[src/rtl/spi_frame_controller.sv]
// spi_frame_controller: frames SPI transactions as addr, R/W, data.
// Drives register-memory reads/writes and serializes read data on MISO.
module spi_frame_controller #(
  parameter int addrwidth = 7,
  parameter int datawidth = 8
) (
  input  logic                 clk,
  input  logic                 rst_n,
  input  logic                 cs_cond,
  input  logic                 sclk_pos,
  input  logic                 sclk_neg,
  input  logic                 mosi_cond,
  input  logic [datawidth-1:0] mem_rdata,
  output logic [addrwidth-1:0] mem_addr,
  output logic [datawidth-1:0] mem_wdata,
  output logic                 mem_we,
  output logic                 miso,
  output logic                 miso_oe,
  output logic                 frame_done
);

  localparam int maxw = (addrwidth > datawidth) ? addrwidth : datawidth;
  localparam int cw = $clog2(maxw + 1);
  localparam logic [cw-1:0] alast = cw'(addrwidth - 1);
  localparam logic [cw-1:0] dlast = cw'(datawidth - 1);
  localparam logic [cw-1:0] one = cw'(1);

  typedef enum logic [3:0] {
    IDLE,
    GET_ADDR,
    GET_RW,
    READ_WAIT,
    READ_LOAD,
    READ_SEND,
    WRITE_GET,
    WRITE_COMMIT,
    DONE
  } state_t;

  state_t               state;
  logic [cw-1:0]        cnt;
  logic [addrwidth-1:0] addr_sr;
  logic [datawidth-1:0] tx;

  // Frame sequencer; CS high aborts any frame and beats same-cycle SCLK.
  always_ff @(posedge clk or negedge rst_n) begin
    if (!rst_n) begin
      state      <= IDLE;
      cnt        <= '0;
      addr_sr    <= '0;
      tx         <= '0;
      mem_addr   <= '0;
      mem_wdata  <= '0;
      mem_we     <= 1'b0;
      miso       <= 1'b0;
      miso_oe    <= 1'b0;
      frame_done <= 1'b0;
    end else begin
      mem_we     <= 1'b0;
      frame_done <= 1'b0;
      if (state != IDLE && cs_cond) begin
        state   <= IDLE;
        cnt     <= '0;
        miso    <= 1'b0;
        miso_oe <= 1'b0;
      end else begin
        unique case (state)
          IDLE: begin
            cnt <= '0;
            if (!cs_cond) state <= GET_ADDR;
          end
          GET_ADDR: begin
            if (sclk_pos) begin
              addr_sr <= {addr_sr[addrwidth-2:0], mosi_cond};
              if (cnt == alast) begin
                cnt   <= '0;
                state <= GET_RW;
              end else begin
                cnt <= cnt + one;
              end
            end
          end
          GET_RW: begin
            if (sclk_pos) begin
              mem_addr <= addr_sr;
              cnt      <= '0;
              state    <= mosi_cond ? READ_WAIT : WRITE_GET;
            end
          end
          READ_WAIT: begin
            miso_oe <= 1'b1;
            state   <= READ_LOAD;
          end
          READ_LOAD: begin
            tx    <= mem_rdata;
            state <= READ_SEND;
          end
          READ_SEND: begin
            if (sclk_neg) begin
              miso <= tx[datawidth-1];
              tx   <= {tx[datawidth-2:0], 1'b0};
            end
            if (sclk_pos) begin
              if (cnt == dlast) begin
                cnt        <= '0;
                miso       <= 1'b0;
                miso_oe    <= 1'b0;
                frame_done <= 1'b1;
                state      <= DONE;
              end else begin
                cnt <= cnt + one;
              end
            end
          end
          WRITE_GET: begin
            if (sclk_pos) begin
              mem_wdata <= {mem_wdata[datawidth-2:0], mosi_cond};
              if (cnt == dlast) begin
                cnt    <= '0;
                mem_we <= 1'b1;
                state  <= WRITE_COMMIT;
              end else begin
                cnt <= cnt + one;
              end
            end
          end
          WRITE_COMMIT: begin
            frame_done <= 1'b1;
            state      <= DONE;
          end
          DONE: begin
            cnt <= '0;
          end
          default: begin
            cnt   <= '0;
            state <= IDLE;
          end
        endcase
      end
    end
  end

endmodule

[config.mk]
export PLATFORM = sky130hd
export DESIGN_NAME = spi_frame_controller
export DESIGN_NICKNAME = d
export VERILOG_FILES = /design/src/rtl/spi_frame_controller.sv
export SDC_FILE = /design/constraint.sdc
export NUM_CORES = 1
export LEC_CHECK = 0
export CAP_MARGIN = 25
export CORE_MARGIN = 2
export CORE_UTILIZATION = 30
export DETAILED_ROUTE_END_ITERATION = 8
export HOLD_SLACK_MARGIN = 0.03
export SYNTH_ARGS = -nofsm -noshare
export SYNTH_HDL_FRONTEND = slang
export SYNTH_SLANG_ARGS = --single-unit
export TNS_END_PERCENT = 10
[constraint.sdc]
create_clock -name clk -period 1.9 [get_ports clk]
set_clock_uncertainty 0.15 [all_clocks]
set_input_delay 0.38 -clock clk [delete_from_list [all_inputs] [get_ports clk]]
set_output_delay 0.38 -clock clk [all_outputs]
set_load 0.02 [all_outputs]
Word-level counts from Yosys, hierarchy flattened

Index checks and enable logic that the tools add are counted.
Widths: inputs -> output; s select.

$mul: 0
Shift operators: 0
Order comparisons: 0
Div/mod/pow operators: 0
Muxes and demuxes: 35
Bitwise operators: 1
Add/subtract/negate cells: 1
Reduce and logical (&&, ||, !) cells: 15
Equality and inequality tests: 22

Operators with widths:

| operator            | number |
|---|---|
| $mux 4              | 15 |
| $pmux 4 s9          | 1 |
| $eq 4x3->1 const B  | 6 |
| $ne 3x3->1 const B  | 8 |
| $pmux 4 s4          | 1 |
| $pmux 8 s2          | 1 |
| $reduce_and 3->1    | 5 |
| $mux 1              | 13 |
| $reduce_and 9->1    | 1 |
| $eq 4x2->1 const B  | 2 |
| $mux 8              | 1 |
| $add 4x1->4 const B | 1 |
| $eq 4x1->1 const B  | 1 |
| $eq 4x4->1 const B  | 1 |
| $logic_not 4->1     | 1 |
| $ne 2x2->1 const B  | 2 |
| $pmux 1 s2          | 2 |
| $reduce_and 4->1    | 1 |
| $reduce_bool 2->1   | 2 |
| $reduce_bool 4->1   | 1 |
| $mux 3              | 1 |
| $ne 3x1->1 const B  | 1 |
| $reduce_bool 3->1   | 1 |
| $reduce_or 3->1     | 1 |
| other kinds (4)     | 4 |

Memories: 0
Output and inout bits: 19
ROM bits: 0
Latch bits: 0
RAM bits: 0
Register bits: 42

Depth between registers and ports, before layout

Gate-level depths: netlist of run 1.

Depth after elaboration: 5
Depth in mapped cells: 7

Least setup slack after synthesis of run 1

No wires, ideal clock.

Path type: reg-to-reg
From: reg cnt[0]
To: reg state[2]
Period minus slack after synthesis: 1.603 ns
Path slack: 0.297 ns
Data required time: 1.654 ns
Path buffers: 0
Stages on the path, launching flop included: 7
Arrival: 1.358 ns
Cells stage by stage: dfrtp_1 ha_1 mux2i_1 a2bb2oi_2 o2bb2ai_4 nor3_1 o32ai_2

Longest elaborated chain between the ends: 3

Ends and longest elaborated chain:

| item                                 | RTL line     | source |
|---|---|---|
| from (decl)                          | 41           | `logic [cw-1:0] cnt;` |
| from (signal assigned)               | 79           | `cnt <= cnt + one;` |
| from (signal assigned)               | 111          | `cnt <= cnt + one;` |
| from (signal assigned)               | 123          | `cnt <= cnt + one;` |
| $eq 4x3->1, on equally long branches | 104, 118, 75 |  |
| $ne 3x3->1 (no line)                 | --           |  |
| $reduce_and 9->1 (no line) *         | --           |  |
| to (signal assigned)                 | 87           | `state <= mosi_cond ? READ_WAIT : WRITE_GET;` |
| to (decl)                            | 40           | `state_t state;` |

Mark *: on every way between the ends. The rest lies on a longest branch, timed or not.
A chain may end at the register's enable or synchronous reset.

Final worst setup path of run 1

From: reg mem_wdata[4]
To: out mem_wdata[4]

RTL lines:

| item                   | RTL line | source |
|---|---|---|
| from (decl)            | 15       | `output logic [datawidth-1:0] mem_wdata,` |
| from (signal assigned) | 117      | `mem_wdata <= {mem_wdata[datawidth-2:0], mosi_cond};` |

No word-level cell between the ends.

==> summary.txt, run 1 <==
Drt
  • Drt drc: 0
  • Vias per cell: just under 5
  • Initial DRC count: just over 100
  • Wire per inst: roughly 13 microns
  • Met3 Wirelength: about 180 microns
  • Wire length on met1: 2042 microns
  • Vias post-DR: between 1000 and 1500
  • Highest metal used: met4
  • First drt pass iteration count: 4
  • Met2 routed WL: between 1500 and 2000 microns
  • Post-route ant nets: 0
  • WL final: just over 4000 microns

Power and ir drop
  • Maximum vdd drop: between 500 and 600 uV
  • Comb pwr share: 31.3%
  • PwrDens: 1011 nW/um^2
  • P_sw: just under 900 uW
  • Sw Ratio: 32.70%
  • Clock Power Share: a little under a quarter
  • Seq pwr share: between 40% and 50%
  • Int Pwr: 1.838 mW
  • Pleak: roughly 1.2 nW

Worst setup path
  • WP buf/inv: 1
  • Crit path capture type: output port
  • CP startpoint kind: register
  • Crit path arrival time: between 1 and 1.5 ns
  • Critical path class: reg -> out
  • Slowest-stage cell, CP: clkdlybuf4s50_1
  • Worst-path maximum fanout: 3
  • Req. time, crit path: between 1 and 1.5 ns
  • Crit path cell chain: clkdlybuf4s50_1
  • Slowest stage delay, CP: around 0.62 ns
  • CP top delay family: buffers and inverters

Die
  • Starting density of the core: 30.71%
  • Die Span X: between 80 and 90 microns
  • DIE AREA: between 7000 and 8000 sq um
  • FP Rows: 30
  • Die H: between 80 and 90 microns
  • I/O pin count: 33
  • Core region area: 6719 sq um

Timing
  • Worst Hold Slack: around 0.36 ns
  • Max Slew Vio Count: 0
  • Final setup violation count: 0
  • Minimum clock period: ~1.8 ns
  • Post-route setup TNS: 0 ns
  • RSZ-0062 raised after global routing: no
  • Tightest Pin Transition: between 0.3 and 0.4 ns
  • Fin worst setup slack: about 0.077 ns
  • Rel. slew slack: between 70% and 80%
  • Crit share post-route: ~96%
  • Max Clk Rate: about 550 MHz
  • Hold Fails Final Rpt: 0

Synth
  • Post-synth ARST share: between 90% and 100%
  • Synth Net Count: ~190
  • Share of the synthesized area in the top cell type: 50.94%
  • Most frequent cell after synthesis: dfrtp_1
  • Commonest register cell after synthesis: dfrtp_1
  • Top post-synthesis cells by area: dfrtp_1 51%, mux2_2 12%, mux2i_1 4.4%
  • Sequential element share of the synthesized area: 50.94%
  • Commonest cells post-synth: 42 x dfrtp_1, 22 x mux2_2, 18 x nor2_1, 12 x a21oi_1, 10 x nand2_1
  • Count of flip-flops with a built-in enable after synthesis: 0
  • Syn avg cell area: around 12 sq um
  • Netlist cell types: 42
  • Cell taking the most area after synthesis: dfrtp_1
  • Mapped cell area: 2063 sq um
  • Post-synthesis cell count: about 180
  • Seq cells post-synth: 42
  • Synthesis Warnings: 0

Place
  • HPWL after DPL: between 2000 and 3000 microns
  • Gpl congestion: ~0.83
  • Port Buf Inserts: 32
  • Dpl ws: -0.1079 ns
  • Placed cell area: around 2600 sq um
  • Cells after DPL: approximately 300

Finish
  • Nets@finish: roughly 240
  • Ant diodes: 0
  • Layout cells sized above 1: roughly 30%
  • Area growth syn-to-layout: 30.93%
  • Design area: roughly 2700 sq um
  • Fillers: 640
  • Post-route insts no fill: between 300 and 400

Clock network
  • # H-tree levels: 2
  • Post-CTS repair timing setup buffer count: 0
  • Clk root buf: clkbuf_8
  • CTS Buffer Depth: 2
  • Clock Latency Late Sink: ~0.30 ns
  • CTS tree: done
  • Reg clk slew, reported paths: ~0.080 ns
  • Clk sinks: 42
  • CTS Buf Count: 5

Global route
  • Largest net degree at the start of global routing: 28
  • Total track usage: 11.34%
  • Number of global-route vias before repair: 1429
  • Initial antenna violation count: 0
  • Gr ovfl total: 0
  • First-pass GRT wire length: 6748 microns

Outcome
  • Status: finished, final reports clean

Job
  • Max-Cap Viols: 0

Min path
  • Hold Crit Class: reg -> reg
[layer usage]
metal  vias to the layer above  GRT usage (%)
met1                       714          15.99
met3                         5          3.412
met2                        27          16.93
met4                         0          3.125
li1                        728              -
met5                         -              0
[cell type report]
| type | count | area (sq um) | area share [%] |
|---|---|---|---|
| sequential | 42 | 1052 | 38.95 |
| timing repair buffer | 50 | 478.0 | 17.69 |
| multi-input combinational | 121 | 953.4 | 35.29 |
| clock inverter | 1 | 8.758 | 0.3242 |
| tap | 80 | 100.1 | 3.705 |
| inverter | 6 | 22.52 | 0.8337 |
| clock buffer | 7 | 86.33 | 3.196 |
[state kept, by name (all words and copies together), names as in the netlist]
signal	flops
mem_wdata	8
tx	8
addr_sr	7
mem_addr	7
cnt	4
state	4
frame_done	1
mem_we	1
miso	1
miso_oe	1
[placed cells by master, fill, tap and decap left out, types with 2 or more instances in the layout]
| cell | instances |
|---|---|
| nand3b_1 | 3 |
| nor2b_2 | 2 |
| nand3_2 | 2 |
| nor2_1 | 18 |
| nand2_1 | 10 |
| clkdlybuf4s50_1 | 31 |
| mux2i_1 | 9 |
| nor3_1 | 2 |
| nand4_1 | 2 |
| nand2b_1 | 2 |
| nand3_1 | 3 |
| o32ai_2 | 2 |
| inv_1 | 6 |
| buf_12 | 2 |
| a211oi_1 | 2 |
| dfrtp_1 | 41 |
| mux2_2 | 22 |
| buf_4 | 15 |
| o21ai_0 | 8 |
| a21oi_1 | 12 |
| clkbuf_8 | 6 |
[final timing paths]
path | end | cells after the start | from | slack, ns
worst max register to register | cnt[3] | 6 | state[2] | 0.14
max in group asynchronous | state[0] | 3 | rst_n | 0.73
worst max-delay path | mem_wdata[4] | 1 | mem_wdata[4] | 0.08
worst min-delay path | mem_addr[6] | 1 | mem_addr[6] | 0.36
worst min register to register | mem_addr[6] | 1 | mem_addr[6] | 0.36
min in group asynchronous | mem_wdata[7] | 2 | rst_n | 0.38
[power groups by stage]
stage	Combinational, mW	Clock [mW]	Sequential, mW
finish	0.855	0.619	1.26
global route	0.950	0.678	1.29
CTS	0.852	0.648	1.26
detailed placement	0.847	0	1.27
global placement	0.833	0	1.27
floorplan	0.586	0	1.25
[kinds of logic after synthesis]
family	synth area share [%]
simple gates	14.55
compound gates	13.58
buf+inv	3.335
mux	16.37
fa+ha+maj	1.213
flops	50.94
[timing repair]
action	4_1_cts	5_1_grt
endpoints found under the hold margin	15	0
setup endpoints to repair	0	6
gates resized for setup	0	3
hold buffers	1	0
[through the flow]
stage | power [mW] | util (%)
floorplan | 1.836 | -
global placement | 2.102 | 38.47
detailed placement | 2.121 | 38.47
CTS | 2.756 | 40.04
global route | 2.919 | 40.20
finish | 2.731 | 40.20
Power figures use the tool's default switching activity.
==> run 2: changes to the inputs <==
--- a/config.mk
+++ b/config.mk
@@ -6,10 +6,13 @@
 export NUM_CORES = 1
 export LEC_CHECK = 0
 export CAP_MARGIN = 25
+export CORE_ASPECT_RATIO = 1.2
 export CORE_MARGIN = 2
 export CORE_UTILIZATION = 30
+export CTS_CLUSTER_SIZE = 28
 export DETAILED_ROUTE_END_ITERATION = 8
 export HOLD_SLACK_MARGIN = 0.03
+export PLACE_DENSITY = 0.57
 export SYNTH_ARGS = -nofsm -noshare
 export SYNTH_HDL_FRONTEND = slang
 export SYNTH_SLANG_ARGS = --single-unit
==> run 2 against run 1 <==
- die area is essentially flat
- global-route usage increased by 0.36 points
- cell count up 2.3%
- setup slack worse by 0.0081 ns
- wire length shrank 1.2%
- via count increased by 0.41%
- power is 1.1% lower
- non-clock buffer count stayed put
- worst hold slack hardly changed
- critical path type unchanged
- critical endpoint is now miso_oe
- largest power group unchanged
- highest routed layer unchanged
==> summary.txt, run 2 (synthesized netlist as in run 1, its figures left out) <==
Outcome
  • Status: finished, final reports clean (unchanged)

Clock network
  • # H-tree levels: 2 (unchanged)
  • Reg clk slew, reported paths: 0.08 ns (about the same)
  • CTS tree: done (unchanged)
  • Clk sinks: 42 (unchanged)
  • Clk root buf: clkbuf_8 (unchanged)
  • CTS Buffer Depth: 2 (unchanged)
  • Clock Latency Late Sink: 0.30 ns (about the same)
  • CTS Buf Count: 5 (unchanged)

Worst setup path
  • Critical path class: reg -> out (unchanged)
  • Slowest-stage cell, CP: clkdlybuf4s50_1 (unchanged)
  • Crit path capture type: output port (unchanged)
  • WP buf/inv: 1 (unchanged)
  • Req. time, crit path: 1.37 ns (about the same)
  • R2R setup slack: 0.18 ns (was 0.14 ns)
  • Slowest stage delay, CP: 0.61 ns (was 0.62 ns)
  • Crit path cell chain: clkdlybuf4s50_1 (unchanged)
  • CP startpoint kind: register (unchanged)
  • Crit path arrival time: 1.30 ns (was 1.29 ns)
  • Worst-path maximum fanout: 3 (unchanged)
  • CP top delay family: buffers and inverters (unchanged)

Timing
  • Hold Fails Final Rpt: 0 (unchanged)
  • Worst Hold Slack: 0.3583 ns (about the same)
  • Minimum clock period: 1.831 ns (was 1.823 ns)
  • RSZ-0062 raised after global routing: no (unchanged)
  • Max Slew Vio Count: 0 (unchanged)
  • Rel. slew slack: 64.29% (was 73.64%)
  • Max Clk Rate: 546.2 MHz (was 548.6 MHz)
  • Crit share post-route: 96.36% (was 95.93%)
  • Final setup violation count: 0 (unchanged)
  • Tightest Pin Transition: 0.5356 ns (was 0.3954 ns)
  • Post-route setup TNS: 0 ns (unchanged)
  • Fin worst setup slack: 0.06919 ns (was 0.07731 ns)

Global route
  • First-pass GRT wire length: 6893 microns (was 6748 microns)
  • GR peak layer: met2 (unchanged)
  • Total track usage: 11.70% (was 11.34%)
  • Initial antenna violation count: 0 (unchanged)
  • Gr ovfl total: 0 (unchanged)
  • Met3 usage: 2.581% (was 3.412%)
  • Global routing usage on met1: 14.11% (was 15.99%)
  • Met2 Use GR: 20.38% (was 16.93%)
  • Largest net degree at the start of global routing: 43 (was 28)
  • Number of global-route vias before repair: 1509 (was 1429)

Drt
  • Vias post-DR: 1480 (was 1474)
  • WL final: 4021 microns (was 4069 microns)
  • Initial DRC count: 54 (was 101)
  • First drt pass iteration count: 4 (unchanged)
  • Drt drc: 0 (unchanged)
  • Wire per inst: 12.81 microns (was 13.25 microns)
  • Post-route ant nets: 0 (unchanged)
  • Vias per cell: 4.713 (was 4.801)

Power and ir drop
  • PwrDens: 1005 nW/um^2 (was 1011 nW/um^2)
  • Int Pwr: 1.797 mW (was 1.838 mW)
  • Sw Ratio: 33.49% (was 32.70%)
  • Comb pwr share: 30.9% (was 31.3%)
  • Clock Power Share: 22.1% (was 22.7%)
  • Maximum vdd drop: 443.0 uV (was 595.7 uV)
  • Seq pwr share: 46.9% (was 46.1%)
  • Pleak: 1.156 nW (was 1.172 nW)
  • P_sw: 904.9 uW (was 893.1 uW)

Finish
  • Util after Layout: 39.93% (was 40.20%)
  • Fillers: 645 (was 640)
  • Area occupied by multi-input gates: 943.4 sq um (was 953.4 sq um)
  • Nets@finish: 242 (unchanged)
  • Commonest non-fill, non-tap cells in the layout: 39 x dfrtp_1, 31 x clkdlybuf4s50_1, 22 x mux2_2, 18 x nor2_1, 16 x buf_4 (was 41 x dfrtp_1, 31 x clkdlybuf4s50_1, 22 x mux2_2, 18 x nor2_1, 15 x buf_4)
  • Area growth syn-to-layout: 30.26% (was 30.93%)
  • Commonest non-fill, non-tap cell in the layout: dfrtp_1 (unchanged)
  • Ant diodes: 0 (unchanged)
  • Design area: 2688 sq um (was 2701 sq um)
  • Layout cells sized above 1: 30.40% (was 29.96%)
  • Largest registers: mem_wdata x8, tx x8 (unchanged)
  • Register area: 1055 sq um (was 1052 sq um)

Die
  • I/O pin count: 33 (unchanged)
  • DIE AREA: 7560 sq um (was 7557 sq um)
  • Core region area: 6730 sq um (was 6719 sq um)
  • FP Rows: 33 (was 30)
  • Starting density of the core: 30.66% (was 30.71%)
  • Die H: 94.85 microns (was 86.93 microns)
  • Die Span X: 79.71 microns (was 86.93 microns)

Job
  • Max-Cap Viols: 0 (unchanged)

Place
  • Gpl congestion: 0.8209 (was 0.8338)
  • Placed cell area: 2581 sq um (was 2585 sq um)
  • HPWL after DPL: 2915 microns (was 2962 microns)
  • Port Buf Inserts: 32 (unchanged)
  • Dpl ws: -0.1467 ns (was -0.1079 ns)

Min path
  • Hold Crit Class: reg -> reg (unchanged)
[run 2: power groups by stage]
stage	clock (mW)	sequential [mW]	combinational (mW)
2_1_floorplan	0	1.25	0.586
3_3_place_gp	0	1.28	0.833
3_5_place_dp	0	1.29	0.847
4_1_cts	0.632	1.27	0.851
5_1_grt	0.660	1.30	0.925
6_report	0.598	1.27	0.836
[run 2: layout make-up]
class | count | area share [%]
flip-flops and latches | 42 | 39.25
multi-input cells | 121 | 35.10
repair buffers | 50 | 17.32
well taps | 87 | 4.050
clock buffers | 5 | 2.561
clock inverters | 3 | 0.8845
inverters | 6 | 0.8380
[run 2: path summary, 6_finish.rpt]
check / from / to / cells past startpoint
hold reg to reg: mem_wdata[7] / mem_wdata[7] / 1
hold / removal: mem_wdata[7] / mem_wdata[7] / 1
max in group asynchronous: rst_n / state[2] / 3
setup / recovery: miso_oe / miso_oe / 1
setup reg to reg: cnt[0] / state[2] / 6
min in group asynchronous: rst_n / mem_addr[3] / 3
[run 2: routing by layer]
metal | wire length [microns] | share of wire [%]
met1 | 1754 | 44
met3 | 144 | 3.6
met5 | 0 | 0
met4 | 51 | 1.3
met2 | 2071 | 52
[run 2: timing repair]
item	in CTS	in global routing
hold buffers	1	0
setup buffers	0	0
endpoints found under the hold margin	42	0
gates resized for setup	0	3
setup endpoints to repair	0	5
[run 2: worst reg2reg max path, stage by stage (launching register included)]
cell and delay, ns:
dfrtp_1 0.43, ha_1 0.26, mux2i_1 0.17, a2bb2oi_2 0.09, o2bb2ai_4 0.23, nor3_1 0.10
o32ai_2 0.20
[run 2: metrics by stage]
stage	power [mW]	cells
6_report	2.702	314
4_1_cts	2.752	314
5_1_grt	2.881	314
2_1_floorplan	1.836	175
3_3_place_gp	2.109	305
3_5_place_dp	2.133	305
==> run 3: changes to the inputs <==
--- a/config.mk
+++ b/config.mk
@@ -11,6 +11,7 @@
 export CORE_UTILIZATION = 30
 export CTS_CLUSTER_SIZE = 28
 export DETAILED_ROUTE_END_ITERATION = 8
+export GPL_TIMING_DRIVEN = 0
 export HOLD_SLACK_MARGIN = 0.03
 export PLACE_DENSITY = 0.57
 export SYNTH_ARGS = -nofsm -noshare
==> run 3 against run 2 <==
- register-to-register slack got worse by 0.03 ns
- largest power group unchanged
- die area unchanged
- sequential share of layout area up 0.40 points
- first-iteration DRC count is 33% lower
- sequential power down 4%
- clock power up 42%
- worst hold slack lost 0.017 ns
- critical path depth is the same
- fmax grew 0.63%
==> summary.txt, run 3 (synthesized netlist as in run 1, its figures left out) <==
Timing
  • Crit share post-route: 95.76% (was 96.36%)
  • Minimum clock period: 1.819 ns (was 1.831 ns)
  • Worst Hold Slack: 0.3415 ns (was 0.3583 ns)
  • Max Clk Rate: 549.6 MHz (was 546.2 MHz)
  • RSZ-0062 raised after global routing: no (unchanged)
  • Tightest Pin Transition: 0.4314 ns (was 0.5356 ns)
  • Final setup violation count: 0 (unchanged)
  • Max Slew Vio Count: 0 (unchanged)
  • Rel. slew slack: 71.24% (was 64.29%)
  • Hold Fails Final Rpt: 0 (unchanged)

Finish
  • Nets@finish: 231 (was 242)
  • Register area: 1051 sq um (was 1055 sq um)
  • Largest registers: mem_wdata x8, tx x8 (unchanged)
  • Layout cells sized above 1: 26.39% (was 30.40%)
  • Area occupied by multi-input gates: 950.9 sq um (was 943.4 sq um)
  • Commonest non-fill, non-tap cell in the layout: dfrtp_1 (unchanged)
  • Commonest non-fill, non-tap cells in the layout: 42 x dfrtp_1, 29 x clkdlybuf4s50_1, 22 x mux2_2, 18 x nor2_1, 12 x a21oi_1 (was 39 x dfrtp_1, 31 x clkdlybuf4s50_1, 22 x mux2_2, 18 x nor2_1, 16 x buf_4)
  • Fillers: 675 (was 645)
  • Ant diodes: 0 (unchanged)
  • Area growth syn-to-layout: 28.50% (was 30.26%)

Place
  • Port Buf Inserts: 31 (was 32)
  • HPWL after DPL: 2920 microns (was 2915 microns)
  • Gpl congestion: 0.7950 (was 0.8209)

Worst setup path
  • Crit path cell chain: clkdlybuf4s50_1 (unchanged)
  • Crit path capture type: output port (unchanged)
  • Reg2reg start: cnt[0] (unchanged)
  • Worst-path maximum fanout: 3 (unchanged)
  • Crit path arrival time: 1.29 ns (was 1.30 ns)
  • CP top delay family: buffers and inverters (unchanged)
  • Critical path class: reg -> out (unchanged)
  • Req. time, crit path: 1.37 ns (about the same)
  • Slowest stage delay, CP: 0.61 ns (about the same)
  • CP startpoint kind: register (unchanged)
  • WP buf/inv: 1 (unchanged)
  • R2R cell count: 6 (unchanged)
  • R2r endpoint: state[1] (was state[2])
  • Slowest-stage cell, CP: clkdlybuf4s50_1 (unchanged)
  • R2R setup slack: 0.15 ns (was 0.18 ns)

Power and ir drop
  • Maximum vdd drop: 384.8 uV (was 443.0 uV)
  • Power Total: 2.913 mW (was 2.702 mW)
  • Pleak: 1.139 nW (was 1.156 nW)
  • PwrDens: 1099 nW/um^2 (was 1005 nW/um^2)

Die
  • Starting density of the core: 30.66% (unchanged)
  • Core region area: 6730 sq um (unchanged)
  • Die Span X: 79.71 microns (unchanged)
  • FP Rows: 33 (unchanged)
  • Die H: 94.85 microns (unchanged)
  • DIE AREA: 7560 sq um (unchanged)
  • I/O pin count: 33 (unchanged)

Drt
  • First drt pass iteration count: 4 (unchanged)
  • Post-route ant nets: 0 (unchanged)
  • Drt drc: 0 (unchanged)
  • Wire per inst: 13.55 microns (was 12.81 microns)
  • Initial DRC count: 36 (was 54)
  • Vias post-DR: 1427 (was 1480)
  • WL final: 4105 microns (was 4021 microns)
  • Vias per cell: 4.710 (was 4.713)

Clock network
  • CTS tree: done (unchanged)
  • Reg clk slew, reported paths: 0.09 ns (was 0.08 ns)
  • Clock Latency Late Sink: 0.30 ns (about the same)
  • Clk root buf: clkbuf_8 (unchanged)
  • # H-tree levels: 2 (unchanged)
  • Clk sinks: 42 (unchanged)
  • CTS Buf Count: 5 (unchanged)
  • CTS Buffer Depth: 2 (unchanged)
  • Post-CTS repair timing setup buffer count: 0 (unchanged)

Global route
  • Initial antenna violation count: 0 (unchanged)
  • Total track usage: 11.92% (was 11.70%)
  • First-pass GRT wire length: 6934 microns (was 6893 microns)
  • Largest net degree at the start of global routing: 34 (was 43)
  • Number of global-route vias before repair: 1440 (was 1509)
  • Gr ovfl total: 0 (unchanged)

Min path
  • Hold Crit Class: in -> async (was reg -> reg)

Outcome
  • Status: finished, final reports clean (unchanged)

Job
  • Max-Cap Viols: 0 (unchanged)
-- run 3: worst max-delay path by stage --
stage,from,end,cells after the start
floorplan,cnt[0],state[2],6
global placement,rst_n,cnt[1],1
detailed placement,cs_cond,tx[7],6
CTS,miso_oe,miso_oe,1
global route,miso_oe,miso_oe,1
finish,miso_oe,miso_oe,1
-- run 3: per-layer routing --
layer | track usage [%] | routed length, microns
met1 | 14.96 | 1865
met2 | 19.68 | 2042
met3 | 2.677 | 131
met4 | 5.029 | 65
met5 | 0 | 0
-- run 3: cell type report --
class / instances / area share [%]
tap: 87 / 4.106
inverter: 6 / 0.8495
clock buffer: 5 / 2.596
buffer: 6 / 1.746
timing repair buffer: 33 / 12.60
sequential: 42 / 39.64
clock inverter: 3 / 2.596
multi-input combinational: 121 / 35.87
-- run 3: where the power goes --
group          switching, mW  internal (mW)
Combinational          0.437          0.408
Clock                  0.321          0.527
Sequential             0.121           1.10
-- run 3: timing repair --
action | 4_1_cts | 5_1_grt
gates resized for setup | 2 | 1
endpoints found under the hold margin | 9 | 0
endpoints found under the setup margin | 16 | 2
hold buffers | 1 | 0
-- run 3: stage by stage --
step | util [%] | area [sq um] | setup TNS [ns] | cells | setup WS (ns)
CTS | 39.36 | 2649 | 0 | 303 | 0.04894
finish | 39.39 | 2651 | 0 | 303 | 0.08060
global route | 39.39 | 2651 | 0 | 303 | 0.02776
floorplan | - | 2063 | 0 | 175 | 0.2966
detailed placement | 37.11 | 2497 | -9.466 | 294 | -0.4470
global placement | 36.88 | 2482 | -43.51 | 293 | -0.8361
